--- src/rtl/mem_refill_responder.sv ---
// mem_refill_responder
//
// Memory-side responder for the cache-refill protocol. It sits between the
// refill crossbar and a synchronous backing SRAM.
//
// Tagged requests are accepted into a small FIFO and served strictly in order,
// one at a time:
//   - An in-range read waits LATENCY cycles. It then streams REFILL_BEATS SRAM
//     reads, and each returned beat carries the request tag.
//   - An in-range write gets a single-cycle ack (val=1, data=0).
//   - Any request with addr >= MEM_LINES gets a single-cycle nack.
// Responses have no backpressure.
//
// Ports:
//   clk, reset      clock, asynchronous active-low reset
//   mem_req_*       request channel (val/rdy handshake; rw, addr, tag)
//   mem_resp_*      response channel (val, nack, tag, data)
//   sram_rd_*       SRAM read port; data returns the cycle after sram_rd_en
//
// REFILL_BEATS and QDEPTH must be powers of two, both >= 2.

`ifndef MEM_ADDR_BITS
`define MEM_ADDR_BITS 8
`endif
`ifndef MEM_TAG_BITS
`define MEM_TAG_BITS 8
`endif

module mem_refill_responder #(
    parameter int unsigned ADDR_BITS    = `MEM_ADDR_BITS,
    parameter int unsigned TAG_BITS     = `MEM_TAG_BITS,
    parameter int unsigned DATA_BITS    = 128,
    parameter int unsigned QDEPTH       = 4,
    parameter int unsigned LATENCY      = 4,
    parameter int unsigned REFILL_BEATS = 4,
    parameter int unsigned MEM_LINES    = 2 ** ADDR_BITS
) (
    input  logic                                      clk,
    input  logic                                      reset,
    input  logic                                      mem_req_val,
    output logic                                      mem_req_rdy,
    input  logic                                      mem_req_rw,
    input  logic [ADDR_BITS-1:0]                      mem_req_addr,
    input  logic [TAG_BITS-1:0]                       mem_req_tag,
    output logic                                      mem_resp_val,
    output logic                                      mem_resp_nack,
    output logic [TAG_BITS-1:0]                       mem_resp_tag,
    output logic [DATA_BITS-1:0]                      mem_resp_data,
    output logic                                      sram_rd_en,
    output logic [ADDR_BITS+$clog2(REFILL_BEATS)-1:0] sram_rd_addr,
    input  logic [DATA_BITS-1:0]                      sram_rd_data
);

    localparam int unsigned PTR_W  = $clog2(QDEPTH);
    localparam int unsigned CNT_W  = $clog2(QDEPTH) + 1;
    localparam int unsigned BEAT_W = $clog2(REFILL_BEATS);
    localparam int unsigned LAT_W  = $clog2(LATENCY) + 1;

    // One extra bit so that MEM_LINES == 2**ADDR_BITS can be represented.
    localparam logic [ADDR_BITS:0] LINES_LIM = (ADDR_BITS + 1)'(MEM_LINES);

    localparam logic [1:0] ST_IDLE   = 2'd0;
    localparam logic [1:0] ST_DELAY  = 2'd1;
    localparam logic [1:0] ST_STREAM = 2'd2;
    localparam logic [1:0] ST_RESP   = 2'd3;

    // ------------------------------------------------------------------
    // Request queue
    // ------------------------------------------------------------------
    logic                 q_rw   [QDEPTH];
    logic [ADDR_BITS-1:0] q_addr [QDEPTH];
    logic [TAG_BITS-1:0]  q_tag  [QDEPTH];

    logic [PTR_W-1:0] wr_ptr_q, wr_ptr_d;
    logic [PTR_W-1:0] rd_ptr_q, rd_ptr_d;
    logic [CNT_W-1:0] count_q, count_d;

    // Holds rdy low until the first clock edge after reset release.
    logic live_q;

    logic push;
    logic pop;

    logic [1:0] state_q, state_d;

    assign mem_req_rdy = live_q && (count_q < CNT_W'(QDEPTH));
    assign push        = mem_req_val && mem_req_rdy;
    assign pop         = (state_q == ST_IDLE) && (count_q != '0);

    // Storage needs no reset; the pointers and count define what is valid.
    always_ff @(posedge clk) begin
        if (push) begin
            q_rw[wr_ptr_q]   <= mem_req_rw;
            q_addr[wr_ptr_q] <= mem_req_addr;
            q_tag[wr_ptr_q]  <= mem_req_tag;
        end
    end

    always_comb begin
        wr_ptr_d = wr_ptr_q;
        rd_ptr_d = rd_ptr_q;
        count_d  = count_q;
        // Pointers are PTR_W bits wide, so they wrap modulo QDEPTH.
        if (push) begin
            wr_ptr_d = wr_ptr_q + PTR_W'(1);
        end
        if (pop) begin
            rd_ptr_d = rd_ptr_q + PTR_W'(1);
        end
        unique case ({push, pop})
            2'b10:   count_d = count_q + CNT_W'(1);
            2'b01:   count_d = count_q - CNT_W'(1);
            default: count_d = count_q;
        endcase
    end

    always_ff @(posedge clk or negedge reset) begin
        if (!reset) begin
            wr_ptr_q <= '0;
            rd_ptr_q <= '0;
            count_q  <= '0;
            live_q   <= 1'b0;
        end else begin
            wr_ptr_q <= wr_ptr_d;
            rd_ptr_q <= rd_ptr_d;
            count_q  <= count_d;
            live_q   <= 1'b1;
        end
    end

    // ------------------------------------------------------------------
    // Service FSM
    // ------------------------------------------------------------------
    logic                 head_rw;
    logic [ADDR_BITS-1:0] head_addr;
    logic [TAG_BITS-1:0]  head_tag;
    logic                 head_oor;

    assign head_rw   = q_rw[rd_ptr_q];
    assign head_addr = q_addr[rd_ptr_q];
    assign head_tag  = q_tag[rd_ptr_q];
    assign head_oor  = {1'b0, head_addr} >= LINES_LIM;

    logic [LAT_W-1:0]     cnt_q, cnt_d;
    logic [BEAT_W-1:0]    beat_q, beat_d;
    logic [ADDR_BITS-1:0] cur_addr_q, cur_addr_d;
    logic [TAG_BITS-1:0]  cur_tag_q, cur_tag_d;
    logic                 cur_oor_q, cur_oor_d;

    always_comb begin
        state_d    = state_q;
        cnt_d      = cnt_q;
        beat_d     = beat_q;
        cur_addr_d = cur_addr_q;
        cur_tag_d  = cur_tag_q;
        cur_oor_d  = cur_oor_q;
        unique case (state_q)
            ST_IDLE: begin
                if (pop) begin
                    cur_addr_d = head_addr;
                    cur_tag_d  = head_tag;
                    cur_oor_d  = head_oor;
                    if (head_oor || head_rw) begin
                        state_d = ST_RESP;
                    end else begin
                        state_d = ST_DELAY;
                        cnt_d   = LAT_W'(LATENCY - 1);
                    end
                end
            end
            ST_DELAY: begin
                if (cnt_q == '0) begin
                    state_d = ST_STREAM;
                    beat_d  = '0;
                end else begin
                    cnt_d = cnt_q - LAT_W'(1);
                end
            end
            ST_STREAM: begin
                // The beat index wraps naturally to 0 after the last beat.
                beat_d = beat_q + BEAT_W'(1);
                if (beat_q == BEAT_W'(REFILL_BEATS - 1)) begin
                    state_d = ST_IDLE;
                end
            end
            ST_RESP: begin
                state_d = ST_IDLE;
            end
            default: begin
                state_d = ST_IDLE;
            end
        endcase
    end

    always_ff @(posedge clk or negedge reset) begin
        if (!reset) begin
            state_q    <= ST_IDLE;
            cnt_q      <= '0;
            beat_q     <= '0;
            cur_addr_q <= '0;
            cur_tag_q  <= '0;
            cur_oor_q  <= 1'b0;
        end else begin
            state_q    <= state_d;
            cnt_q      <= cnt_d;
            beat_q     <= beat_d;
            cur_addr_q <= cur_addr_d;
            cur_tag_q  <= cur_tag_d;
            cur_oor_q  <= cur_oor_d;
        end
    end

    assign sram_rd_en   = (state_q == ST_STREAM);
    assign sram_rd_addr = {cur_addr_q, beat_q};

    // ------------------------------------------------------------------
    // Response path
    // ------------------------------------------------------------------
    // The SRAM data is valid the cycle after sram_rd_en. rd_pend_q marks that
    // cycle so the beat can be registered onto the response port. The tag
    // travels with it, so the FSM may already have moved on.
    logic                rd_pend_q;
    logic [TAG_BITS-1:0] pend_tag_q;

    logic                 resp_val_q, resp_val_d;
    logic                 resp_nack_q, resp_nack_d;
    logic [TAG_BITS-1:0]  resp_tag_q, resp_tag_d;
    logic [DATA_BITS-1:0] resp_data_q, resp_data_d;

    always_comb begin
        resp_val_d  = 1'b0;
        resp_nack_d = 1'b0;
        resp_data_d = '0;
        resp_tag_d  = resp_tag_q;
        // A RESP cycle never coincides with a pending beat: an IDLE cycle
        // always separates STREAM from RESP.
        if (rd_pend_q) begin
            resp_val_d  = 1'b1;
            resp_data_d = sram_rd_data;
            resp_tag_d  = pend_tag_q;
        end else if (state_q == ST_RESP) begin
            resp_tag_d = cur_tag_q;
            if (cur_oor_q) begin
                resp_nack_d = 1'b1;
            end else begin
                resp_val_d = 1'b1;
            end
        end
    end

    always_ff @(posedge clk or negedge reset) begin
        if (!reset) begin
            rd_pend_q   <= 1'b0;
            pend_tag_q  <= '0;
            resp_val_q  <= 1'b0;
            resp_nack_q <= 1'b0;
            resp_tag_q  <= '0;
            resp_data_q <= '0;
        end else begin
            rd_pend_q   <= sram_rd_en;
            pend_tag_q  <= cur_tag_q;
            resp_val_q  <= resp_val_d;
            resp_nack_q <= resp_nack_d;
            resp_tag_q  <= resp_tag_d;
            resp_data_q <= resp_data_d;
        end
    end

    assign mem_resp_val  = resp_val_q;
    assign mem_resp_nack = resp_nack_q;
    assign mem_resp_tag  = resp_tag_q;
    assign mem_resp_data = resp_data_q;

endmodule

--- config.mk ---
export PLATFORM = sky130hd
export DESIGN_NAME = mem_refill_responder
export DESIGN_NICKNAME = d
export VERILOG_FILES = /design/src/rtl/mem_refill_responder.sv
export SDC_FILE = /design/constraint.sdc
export NUM_CORES = 1
export LEC_CHECK = 0
export CAP_MARGIN = 5
export CORE_ASPECT_RATIO = 1.1
export CORE_MARGIN = 2
export CORE_UTILIZATION = 49
export CTS_BUF_LIST = sky130_fd_sc_hd__clkbuf_16
export DETAILED_ROUTE_END_ITERATION = 8
export PLACE_DENSITY = 0.85
export SLEW_MARGIN = 20
export SYNTH_ARGS = -nofsm -noshare
export SYNTH_HDL_FRONTEND = slang
export SYNTH_SLANG_ARGS = --single-unit
export TNS_END_PERCENT = 20
--- constraint.sdc ---
create_clock -name clk -period 3.2 [get_ports clk]
set_clock_uncertainty 0.05 [all_clocks]
set_input_delay 0.64 -clock clk [delete_from_list [all_inputs] [get_ports clk]]
set_output_delay 0.64 -clock clk [all_outputs]
set_load 0.02 [all_outputs]
==> flow_metrics.py <==
metrics = {
    "outcome": {
        "status": "completed",
    },
    "placed_design": {
        "numPortBuffers": 296,
        "place_congestion": 0.834,
        "detailed_place.area_um2": 11900,
        "dp_hpwl_mm": 14.9,
    },
    "cts": {
        "cts_tree": "built",
        "cts_buffers": 24,
        "postCtsSetupBuffers": 0,
        "cts.sinks": 245,
        "clk_pin_slew_ns": 0.06,
        "clockBufferDepth": 3,
        "clockRootBuffer": "clkbuf_16",
        "ctsHoldBuffers": 0,
        "cts-resized-gates": 0,
        "cts_htree_levels": 1,
        "insertion_delay_ns": 0.51,
    },
    "synth": {
        "yosys.area.top_type": "dfrtp_1",
        "yosys.cell_count.top_type": "dfrtp_1",
        "synth-seq-cells": 245,
        "netlist_area_um2": 8670,
        "yosysWarnings": 0,
        "synthDistinctLibCells": 35,
        "avgSynthCellArea_um2": 16.4,
        "synth_top_area_share_pct": 51.1,
        "synth-seq-area-share_pct": 74.7,
        "syn_nets": 684,
        "synth_edf_count": 68,
        "ys_top_cells_by_count": "dfrtp_1 (177), and2_1 (129), edfxtp_1 (68), clkbuf_1 (15)",
        "netlist_instances": 527,
        "ys.flop_type": "dfrtp_1",
        "async_reset_ff_share_pct": 72.2,
        "synth.area.top_cells": "dfrtp_1 (51%), edfxtp_1 (24%), and2_1 (9.3%)",
    },
    "cells_and_area": {
        "drive_gt1_share_pct": 9.64,
        "final_util_pct": 72.3,
        "finalInstanceArea_um2": 12600,
        "syn_to_final_growth_pct": 45.8,
        "nets": 990,
        "fillers": 1100,
    },
    "floorplanning": {
        "die_x_um": 131,
        "fp-row-count": 51,
        "boundaryPins": 298,
        "initial_core_util_pct": 49.6,
        "core_um2": 17500,
        "die-area_um2": 18800,
        "die_y_um": 143,
    },
    "global_route": {
        "grt_use_met2_pct": 38.2,
        "grt_util_met3_pct": 6.48,
        "grt_antenna_before_repair": 4,
        "grt_overflow": 0,
        "grt-busiest-layer": "met2",
        "track_usage_pct": 21.7,
        "grt_max_degree": 146,
        "met1_usage_pct": 25.2,
        "grt_pass1_vias": 5675,
        "grt_pass1_wl_mm": 30.8,
    },
    "pwr": {
        "p_sw_uw": 3070,
        "power.density_nw_per_um2": 798,
        "vdd_drop_max_uv": 610,
        "switching_share_pct": 30.4,
        "combPwrFrac_pct": 31.6,
        "p_leak_uw": 0.00544,
        "seqPwrFrac_pct": 42.6,
        "p_int_uw": 7010,
        "pwr-share-clk_pct": 25.8,
    },
    "routing": {
        "ant_nets": 0,
        "vias": 5223,
        "wl_per_cell_um": 18.8,
        "dr.pass1.iters": 4,
        "vias_per_cell": 4.78,
        "remaining_drc_errors": 0,
        "first_iter_violations": 234,
        "drt-total-wl_mm": 20.5,
    },
    "sta": {
        "rsz0062_at_grt": "false",
        "drv_slew": 0,
        "relSlewSlack_pct": 40.3,
        "hold_viol": 0,
        "fmax_ghz": 0.365,
        "period_share_pct": 85.7,
        "fin_tns_setup_ns": 0,
        "layout_min_cycle_time_ns": 2.74,
        "tightest_slew_ns": 0.896,
        "finalSetupViolCount": 0,
    },
    "flow_run": {
        "max-cap-violations": 0,
    },
    "critical_path": {
        "path_class": "flip-flop to output port",
        "crit_required_ns": 2.51,
        "critical_path.max_fanout": 7,
        "crit_path_end_kind": "output port",
        "arrival_ns": 2.05,
        "setup.worst_path.start_class": "flip-flop",
    },
    "min_path": {
        "hold_class": "primary input to asynchronous set/reset pin",
    },
}
==> routing by layer <==
metal | routed length, µm | share of wire, %
met4 | 715 | 3.5
met2 | 10600 | 52
met1 | 7520 | 37
met3 | 1630 | 7.9
met5 | 13 | 0.063
==> power by group through the flow <==
stage | clock network, µW | registers, µW | logic (µW)
2_1_floorplan | 0 | 4660 | 1470
3_3_place_gp | 0 | 4380 | 2980
3_5_place_dp | 0 | 4430 | 3100
4_1_cts | 2660 | 4380 | 3110
5_1_grt | 2790 | 4370 | 3420
6_report | 2600 | 4290 | 3180
==> final timing paths <==
kind | start | to | slack, ns | cells past startpoint
worst max register to register | rd_ptr_q[0]$_DFFE_PN0P_ | cur_addr_q[2]$_DFFE_PN0P_ | 1.13 | 3
worst min register to register | cur_tag_q[4]$_DFFE_PN0P_ | pend_tag_q[4]$_DFF_PN0_ | 0.35 | 0
min in group clk | cur_tag_q[4]$_DFFE_PN0P_ | pend_tag_q[4]$_DFF_PN0_ | 0.35 | 0
worst max-delay path | state_q[1]$_DFFE_PN0P_ | sram_rd_en | 0.46 | 2
worst min-delay path | reset | live_q$_DFF_PN0_ | 0.1 | 1
max in group asynchronous | reset | mem_resp_data[58]$_DFF_PN0_ | 2.08 | 2
==> layout by cell type (no fill, tap or decap), types with 2 or more instances in the layout <==
master	instances
inv_1	16
clkinv_1	5
ha_1	8
xor2_1	3
conb_1	2
and3_1	4
diode_2	3
o21ai_0	10
dfrtp_1	176
nand2b_1	2
mux2i_1	10
nor2b_1	4
and2_1	129
mux4_2	14
mux4_1	2
edfxtp_1	68
nand2_1	14
a21oi_1	3
clkdlybuf4s50_1	295
nor2_1	6
mux2_4	12
clkbuf_16	26
xnor2_1	4
buf_4	7
nor3_1	2
clkinv_2	6
mux2_2	6
==> cell type report <==
| type | instances | area [µm²] | area share, % |
|---|---|---|---|
| timing repair buffer | 305 | 3070 | 24.3 |
| tap | 238 | 298 | 2.36 |
| clock inverter | 18 | 82.6 | 0.654 |
| clock buffer | 26 | 651 | 5.15 |
| multi-input combinational | 245 | 2010 | 15.9 |
| antenna | 3 | 7.51 | 0.0594 |
| inverter | 12 | 45.0 | 0.357 |
| sequential | 245 | 6470 | 51.2 |
==> cell families (layout without fill, tap and decap cells) <==
logic type | count (synthesis) | in the layout | synth area share [%]
AOI/OAI and AO/OA | 19 | 19 | 1.44
xor gates and xnor gates | 7 | 7 | 0.707
adders and majority gates | 9 | 9 | 1.39
buffers and inverters | 37 | 361 | 2.14
DFF | 245 | 245 | 74.7
muxes | 44 | 44 | 8.26
other | 2 | 5 | 0.0867
and+or+nand+nor | 164 | 164 | 11.3
==> metrics by stage <==
stage          instances  hold slack, ns  total power [µW]  worst slack [ns]
2_1_floorplan        527           0.294              6130              1.14
3_3_place_gp        1044           0.332              7360             0.722
3_5_place_dp        1044           0.342              7530             0.654
4_1_cts             1088           0.139             10200             0.476
5_1_grt             1089           0.157             10600             0.399
6_report            1092          0.0985             10100             0.457
==> critical path, stage by stage, from the launching register on <==
cell and delay [ns]:
dfrtp_1 0.50, nor2b_1 0.36, clkdlybuf4s50_1 0.68
==> registers in the layout (all words and copies together) (netlist names) <==
register	cells
q_rw	4
mem_resp_tag	8
q_tag	32
count_q	3
cur_addr_q	8
pend_tag_q	8
rd_ptr_q	2
mem_resp_val	1
mem_resp_data	128
q_addr	32
rd_pend_q	1
live_q	1
cur_tag_q	8
state_q	2
cnt_q	3
wr_ptr_q	2
beat_q	2
(Power assumes the default switching activity.)
